[src/rtl/s2_rr_arbiter_pkg.sv]
// Shared types and helpers for the S2 round-robin arbiter.
// Holds the requester count, select width, FSM encoding and the rotating
// priority search used by s2_rr_arbiter.
package s2_arb_pkg;

    localparam int NUM_REQ = 4;
    localparam int SEL_W   = 2;

    typedef enum logic [1:0] {
        IDLE = 2'd0,
        SEL  = 2'd1,
        OUT  = 2'd2
    } arb_state_t;

    typedef struct packed {
        logic             found;
        logic [SEL_W-1:0] winner;
    } pick_t;

    // Returns the first requester at or after ptr (mod NUM_REQ) whose req bit
    // is set and whose mask bit is clear. The search runs from the farthest
    // offset back to ptr so the nearest candidate is the one that sticks.
    function automatic pick_t rr_pick(input logic [NUM_REQ-1:0] req,
                                      input logic [NUM_REQ-1:0] mask,
                                      input logic [SEL_W-1:0]   ptr);
        pick_t              p;
        logic [NUM_REQ-1:0] eligible;
        logic [SEL_W-1:0]   idx;
        p.found  = 1'b0;
        p.winner = ptr;
        eligible = req & ~mask;
        for (int k = NUM_REQ - 1; k >= 0; k--) begin
            idx = ptr + SEL_W'(k);
            if (eligible[idx]) begin
                p.found  = 1'b1;
                p.winner = idx;
            end
        end
        return p;
    endfunction

endpackage

[src/rtl/s2_rr_arbiter_s2.sv]
// S2 registered 4:1 select cell.
// SEL1 = A1 | B1, SEL0 = A0 & B0; Q captures D[{SEL1,SEL0}] on every rising
// edge and clears asynchronously on CLR.
module s2_rr_arbiter_s2 #(
    parameter int SIZE = 5
) (
    input  logic            clk,
    input  logic            CLR,
    input  logic            A0,
    input  logic            A1,
    input  logic            B0,
    input  logic            B1,
    input  logic [SIZE-1:0] D0,
    input  logic [SIZE-1:0] D1,
    input  logic [SIZE-1:0] D2,
    input  logic [SIZE-1:0] D3,
    output logic [SIZE-1:0] Q
);

    logic [1:0] sel;

    assign sel = {A1 | B1, A0 & B0};

    // Capture the selected word every cycle.
    always_ff @(posedge clk or posedge CLR) begin
        if (CLR) begin
            Q <= '0;
        end else begin
            case (sel)
                2'd0:    Q <= D0;
                2'd1:    Q <= D1;
                2'd2:    Q <= D2;
                default: Q <= D3;
            endcase
        end
    end

endmodule

[src/rtl/s2_rr_arbiter.sv]
// Round-robin controller sharing one S2 select cell among four requesters.
// Drives the S2 selects from grant_q, presents the captured word on a
// valid/ready port and pulses ack to the winner when its word is consumed.
// Optional build macro: ARB_STATS_EN adds grant_cnt (four saturating 8-bit
// per-requester ack counters).
//
// state | meaning
// IDLE  | no transfer; arbitrate from ptr when any req is set
// SEL   | selects = grant_q, S2 captures the winning word at the closing edge
// OUT   | out_valid; on out_ready ack winner and re-arbitrate with it masked
module s2_rr_arbiter
    import s2_arb_pkg::*;
#(
    parameter int SIZE = 5
) (
    input  logic               clk,
    input  logic               CLR,
    input  logic [NUM_REQ-1:0] req,
    input  logic [SIZE-1:0]    d0,
    input  logic [SIZE-1:0]    d1,
    input  logic [SIZE-1:0]    d2,
    input  logic [SIZE-1:0]    d3,
    output logic [NUM_REQ-1:0] ack,
    output logic               out_valid,
    input  logic               out_ready,
    output logic [SIZE-1:0]    out_data,
    output logic [SEL_W-1:0]   out_src,
    output logic               busy
`ifdef ARB_STATS_EN
    ,
    output logic [31:0]        grant_cnt
`endif
);

    arb_state_t         state_q, state_d;
    logic [SEL_W-1:0]   grant_q, grant_d;
    logic [SEL_W-1:0]   ptr_q;
    logic [NUM_REQ-1:0] grant_oh;
    logic               take;
    pick_t              pick_idle, pick_out;

    assign grant_oh  = NUM_REQ'(1) << grant_q;
    assign pick_idle = rr_pick(req, '0, ptr_q);
    // The consumed requester still holds req this cycle, so it is masked and
    // the search starts just past it, matching the pointer update.
    assign pick_out  = rr_pick(req, grant_oh, grant_q + SEL_W'(1));

    assign out_src = grant_q;
    assign busy    = (state_q != IDLE);

    // State, grant and round-robin pointer registers.
    always_ff @(posedge clk or posedge CLR) begin
        if (CLR) begin
            state_q <= IDLE;
            grant_q <= '0;
            ptr_q   <= '0;
        end else begin
            state_q <= state_d;
            grant_q <= grant_d;
            if (take) begin
                ptr_q <= grant_q + SEL_W'(1);
            end
        end
    end

    // Next-state, grant selection and handshake outputs.
    always_comb begin
        state_d   = state_q;
        grant_d   = grant_q;
        out_valid = 1'b0;
        ack       = '0;
        take      = 1'b0;
        case (state_q)
            IDLE: begin
                if (pick_idle.found) begin
                    grant_d = pick_idle.winner;
                    state_d = SEL;
                end
            end
            SEL: begin
                state_d = OUT;
            end
            OUT: begin
                out_valid = 1'b1;
                if (out_ready) begin
                    take = 1'b1;
                    ack  = grant_oh;
                    if (pick_out.found) begin
                        grant_d = pick_out.winner;
                        state_d = SEL;
                    end else begin
                        state_d = IDLE;
                    end
                end
            end
            default: begin
                state_d = IDLE;
            end
        endcase
    end

    s2_rr_arbiter_s2 #(.SIZE(SIZE)) u_s2 (
        .clk (clk),
        .CLR (CLR),
        .A0  (grant_q[0]),
        .A1  (grant_q[1]),
        .B0  (grant_q[0]),
        .B1  (grant_q[1]),
        .D0  (d0),
        .D1  (d1),
        .D2  (d2),
        .D3  (d3),
        .Q   (out_data)
    );

`ifdef ARB_STATS_EN
    logic [7:0] cnt_q [NUM_REQ];

    // Per-requester ack counters, saturating at 255.
    always_ff @(posedge clk or posedge CLR) begin
        if (CLR) begin
            for (int i = 0; i < NUM_REQ; i++) begin
                cnt_q[i] <= '0;
            end
        end else begin
            for (int i = 0; i < NUM_REQ; i++) begin
                if (ack[i] && (cnt_q[i] != 8'hFF)) begin
                    cnt_q[i] <= cnt_q[i] + 8'd1;
                end
            end
        end
    end

    // Pack the counters into the flat output, field i at bits 8i+7:8i.
    always_comb begin
        grant_cnt = '0;
        for (int i = 0; i < NUM_REQ; i++) begin
            grant_cnt[8*i +: 8] = cnt_q[i];
        end
    end
`endif

endmodule

[config.mk]
export PLATFORM = sky130hd
export DESIGN_NAME = s2_rr_arbiter
export DESIGN_NICKNAME = d
export VERILOG_FILES = /design/src/rtl/s2_rr_arbiter_pkg.sv /design/src/rtl/s2_rr_arbiter_s2.sv /design/src/rtl/s2_rr_arbiter.sv
export SDC_FILE = /design/constraint.sdc
export NUM_CORES = 1
export LEC_CHECK = 0
export ABC_AREA = 1
export BUFFER_PORTS_ARGS = -buffer_cell sky130_fd_sc_hd__clkbuf_2
export CAP_MARGIN = 20
export CORE_UTILIZATION = 35
export DETAILED_ROUTE_END_ITERATION = 10
export PLACE_DENSITY_LB_ADDON = 0.05
export SETUP_SLACK_MARGIN = 0.2
export SLEW_MARGIN = 20
export SYNTH_ARGS = -nofsm -noshare
export SYNTH_HDL_FRONTEND = slang
export SYNTH_SLANG_ARGS = --single-unit
[constraint.sdc]
create_clock -name clk -period 2.3 [get_ports clk]
set_input_delay 0.46 -clock clk [delete_from_list [all_inputs] [get_ports clk]]
set_output_delay 0.46 -clock clk [all_outputs]
set_load 0.01 [all_outputs]
==> flow_summary.yaml <==
finish:
  areaGrowthSynthToFinish_pct: 21.83
  layout-drive-gt1-share: 0.2877
  n_antenna_cell: 0
  fin_nets: 251
synthesis:
  muxShareOfSynthArea: 0
  synth_top_area_cell: "dfrtp_1"
  synth_commonest_cells: "70 x nand2_1, 19 x inv_1, 16 x nand3_1"
  synth-edff-count: 0
  syn-instance-count: 179
  synthTopCellsByArea: "dfrtp_1 26%, nand2_1 25%, nand3_1 7.5%, inv_1 6.7%, ha_1 4.7%"
  syn_avg_cell_area_um2: 5.955
  synth-compound-area-share: 0.1291
  yosys_most_used_dff: "dfrtp_1"
  synth_simple_gate_area_frac: 0.4167
  synth_area_um2: 1066
  synth_xor_area_frac: 0.01526
  ys_async_sr_fraction: 1.000
  yosysSeqAreaShare: 0.2582
  ys.warnings.count: 0
  synth_cell_types: 21
  synthAdderAreaFrac: 0.04695
  syn_nets: 210
  synth_top_area_frac: 0.2582
  ys_ff_latch: 11
  yosys.cell_count.top_type: "nand2_1"
  synth_top_family_by_area: "simple AND/OR/NAND/NOR gates"
timing:
  timing.fmax_mhz: 512.2
  final.min_clock_period_ps: 1952
  slew_headroom: 0.7005
  fin_skew_ps: 2.241
  drv_slew: 0
  hold_violations: 0
  worst_slack_ps: 347.8
  post-route-period-util: 0.8488
  finalSetupViolCount: 0
  rsz0062_at_grt: "false"
  worst_slew_pin_slew_ps: 448.7
  final.setup.tns_ps: 0
worst_setup_path:
  cp.arrival_ps: 1490
  required_ps: 1840
  path_cells: "inv_2, ha_1, inv_2, nor2_1, clkbuf_2"
  slowest_delay_ps: 460
  critical-path-top-delay-family: "flip-flops"
  cp_common_cell: "inv_2"
  critical_path_class: "reg -> out"
  startpoint_type: "register"
  critPathBufInv: 3
  end_kind: "primary output"
  cp_max_fo: 7
  critPathSlowestCell: "dfrtp_2"
placed_design:
  gp_congestion: 0.8720
  preCtsSetupSlack_ps: 338.2
  port_buffers: 39
  dpl.hpwl_mm: 2.313
clocking:
  clock_sinks: 11
  clk-insertion-delay-late_ps: 270
  cts_made_buffers: 3
  cts_root_buf: "clkbuf_4"
  clkTransAtPathRegs_ps: 80
  cts_max_level: 1
  cts_tree: "yes"
  clk_path_buf_depth: 2
  hold_buffers: 0
floorplan:
  fp.dieH_um: 57.19
  die-area_um2: 3271
  rows: 19
  die_x_um: 57.19
  ios: 40
  core_um2: 2829
  start_util: 0.3768
global_routing:
  grt_pass1_wl_mm: 4.754
  grt_pass1_vias: 1071
  grt_overflow: 0
  grt_antenna_before_repair: 0
  grt_usage: 0.1879
  grt_max_degree: 12
power:
  cellPowerDensity_nw_per_um2: 1567
  ir_drop_mv: 0.7200
  power_leakage_nw: 0.7643
detailed_routing:
  drc_errors: 8
  num_vias: 1181
  wl_per_cell_um: 11.18
  wl_mm: 2.794
  ant_nets: 0
  viasPerCell: 4.724
  drtIter0Drc: 75
  drt_pre_antenna_iters: 7
job:
  maxCapViolations: 0
outcome:
  status: "finished with violations"
  violations: "DRC"
hold_path:
  hold_class: "in -> async"
## worst reg2reg max path, stage by stage, from the launching register on
cell     delay [ps]
dfrtp_2         440
inv_2            90
ha_1            280
inv_2            90
nand2_2          60
o21ai_0         230
nand2_1         100
nand2_1          90
inv_1            80
nand2_1          60
nand3_1          70
nand2_1          60
nand2_1          50
nand2_1          50
nand2_1          40
## final cells by class
type                    instances  area, um2
flip-flops and latches         11      277.8
repair buffers                 40      202.7
inverters                      28      105.1
clock buffers                   4      26.28
fillers                       307       1530
multi-input cells             136      648.1
well taps                      31      38.79
## state kept, by name, summed over array words and instances (netlist names)
| register | flops |
|---|---|
| out_src | 2 |
| ptr_q | 2 |
| state_q | 2 |
| u_s2.Q | 5 |
## report_power, final
part	leakage [nW]	switching [mW]	internal, mW	total, mW
combinational	0.619	0.951	0.545	1.50
clock	0.0150	0.0706	0.0672	0.138
sequential	0.131	0.103	0.299	0.402
## routing by layer
| layer | vias to the layer above | GRT usage | routed length, um |
|---|---|---|---|
| li1 | 638 | - | - |
| met1 | 502 | 0.2602 | 1328 |
| met2 | 39 | 0.3109 | 1269 |
| met3 | 2 | 0.03401 | 177 |
| met4 | 0 | 0.03136 | 19 |
| met5 | - | 0 | 0 |
## final timing paths
path                       startpoint    endpoint  slack, ps  cells after the start
setup / recovery           out_src[0]      ack[2]        350                      5
hold / removal                    CLR   u_s2.Q[4]        160                      2
setup reg to reg           out_src[0]  out_src[0]        400                     14
hold reg to reg            state_q[1]  state_q[1]        540                      1
max in group asynchronous         CLR  out_src[1]       1810                      2
min in group clk                d1[2]   u_s2.Q[2]        420                      3
## cell families after synthesis
family | Yosys count
AND/OR/NAND/NOR | 107
XOR/XNOR | 1
AO/OA/AOI/OAI | 24
flip-flops | 11
buffers and inverters | 32
adder cells (fa/ha/maj) | 4
## cell usage in the layout, fill, tap and decap left out, drive strengths merged
master  netlist  final
inv          28     28
or2           1      1
nor3          2      2
dfrtp        11     11
buf           4      1
ha            4      4
clkbuf        0     43
a21oi         9      9
xnor2         1      1
a31oi         5      5
o21ai        10     10
nand3        16     16
nor2         15     15
nand2        73     73
## metrics by stage
stage	std cells	util	hold WS [ps]	cell area (um2)	power, mW
after global routing	250	0.4591	215.5	1299	2.279
after detailed placement	246	0.4489	477.4	1270	1.899
after CTS	250	0.4582	180.3	1296	2.044
after global placement	246	0.4489	472.8	1270	1.881
after floorplan	179	-	312.4	1066	1.584
final	250	0.4591	159.3	1299	2.036
## timing repair
item,CTS,global route
endpoints found under the setup margin,0,2
gates resized for setup,0,2
setup buffers,0,0
(Power assumes the default switching activity.)
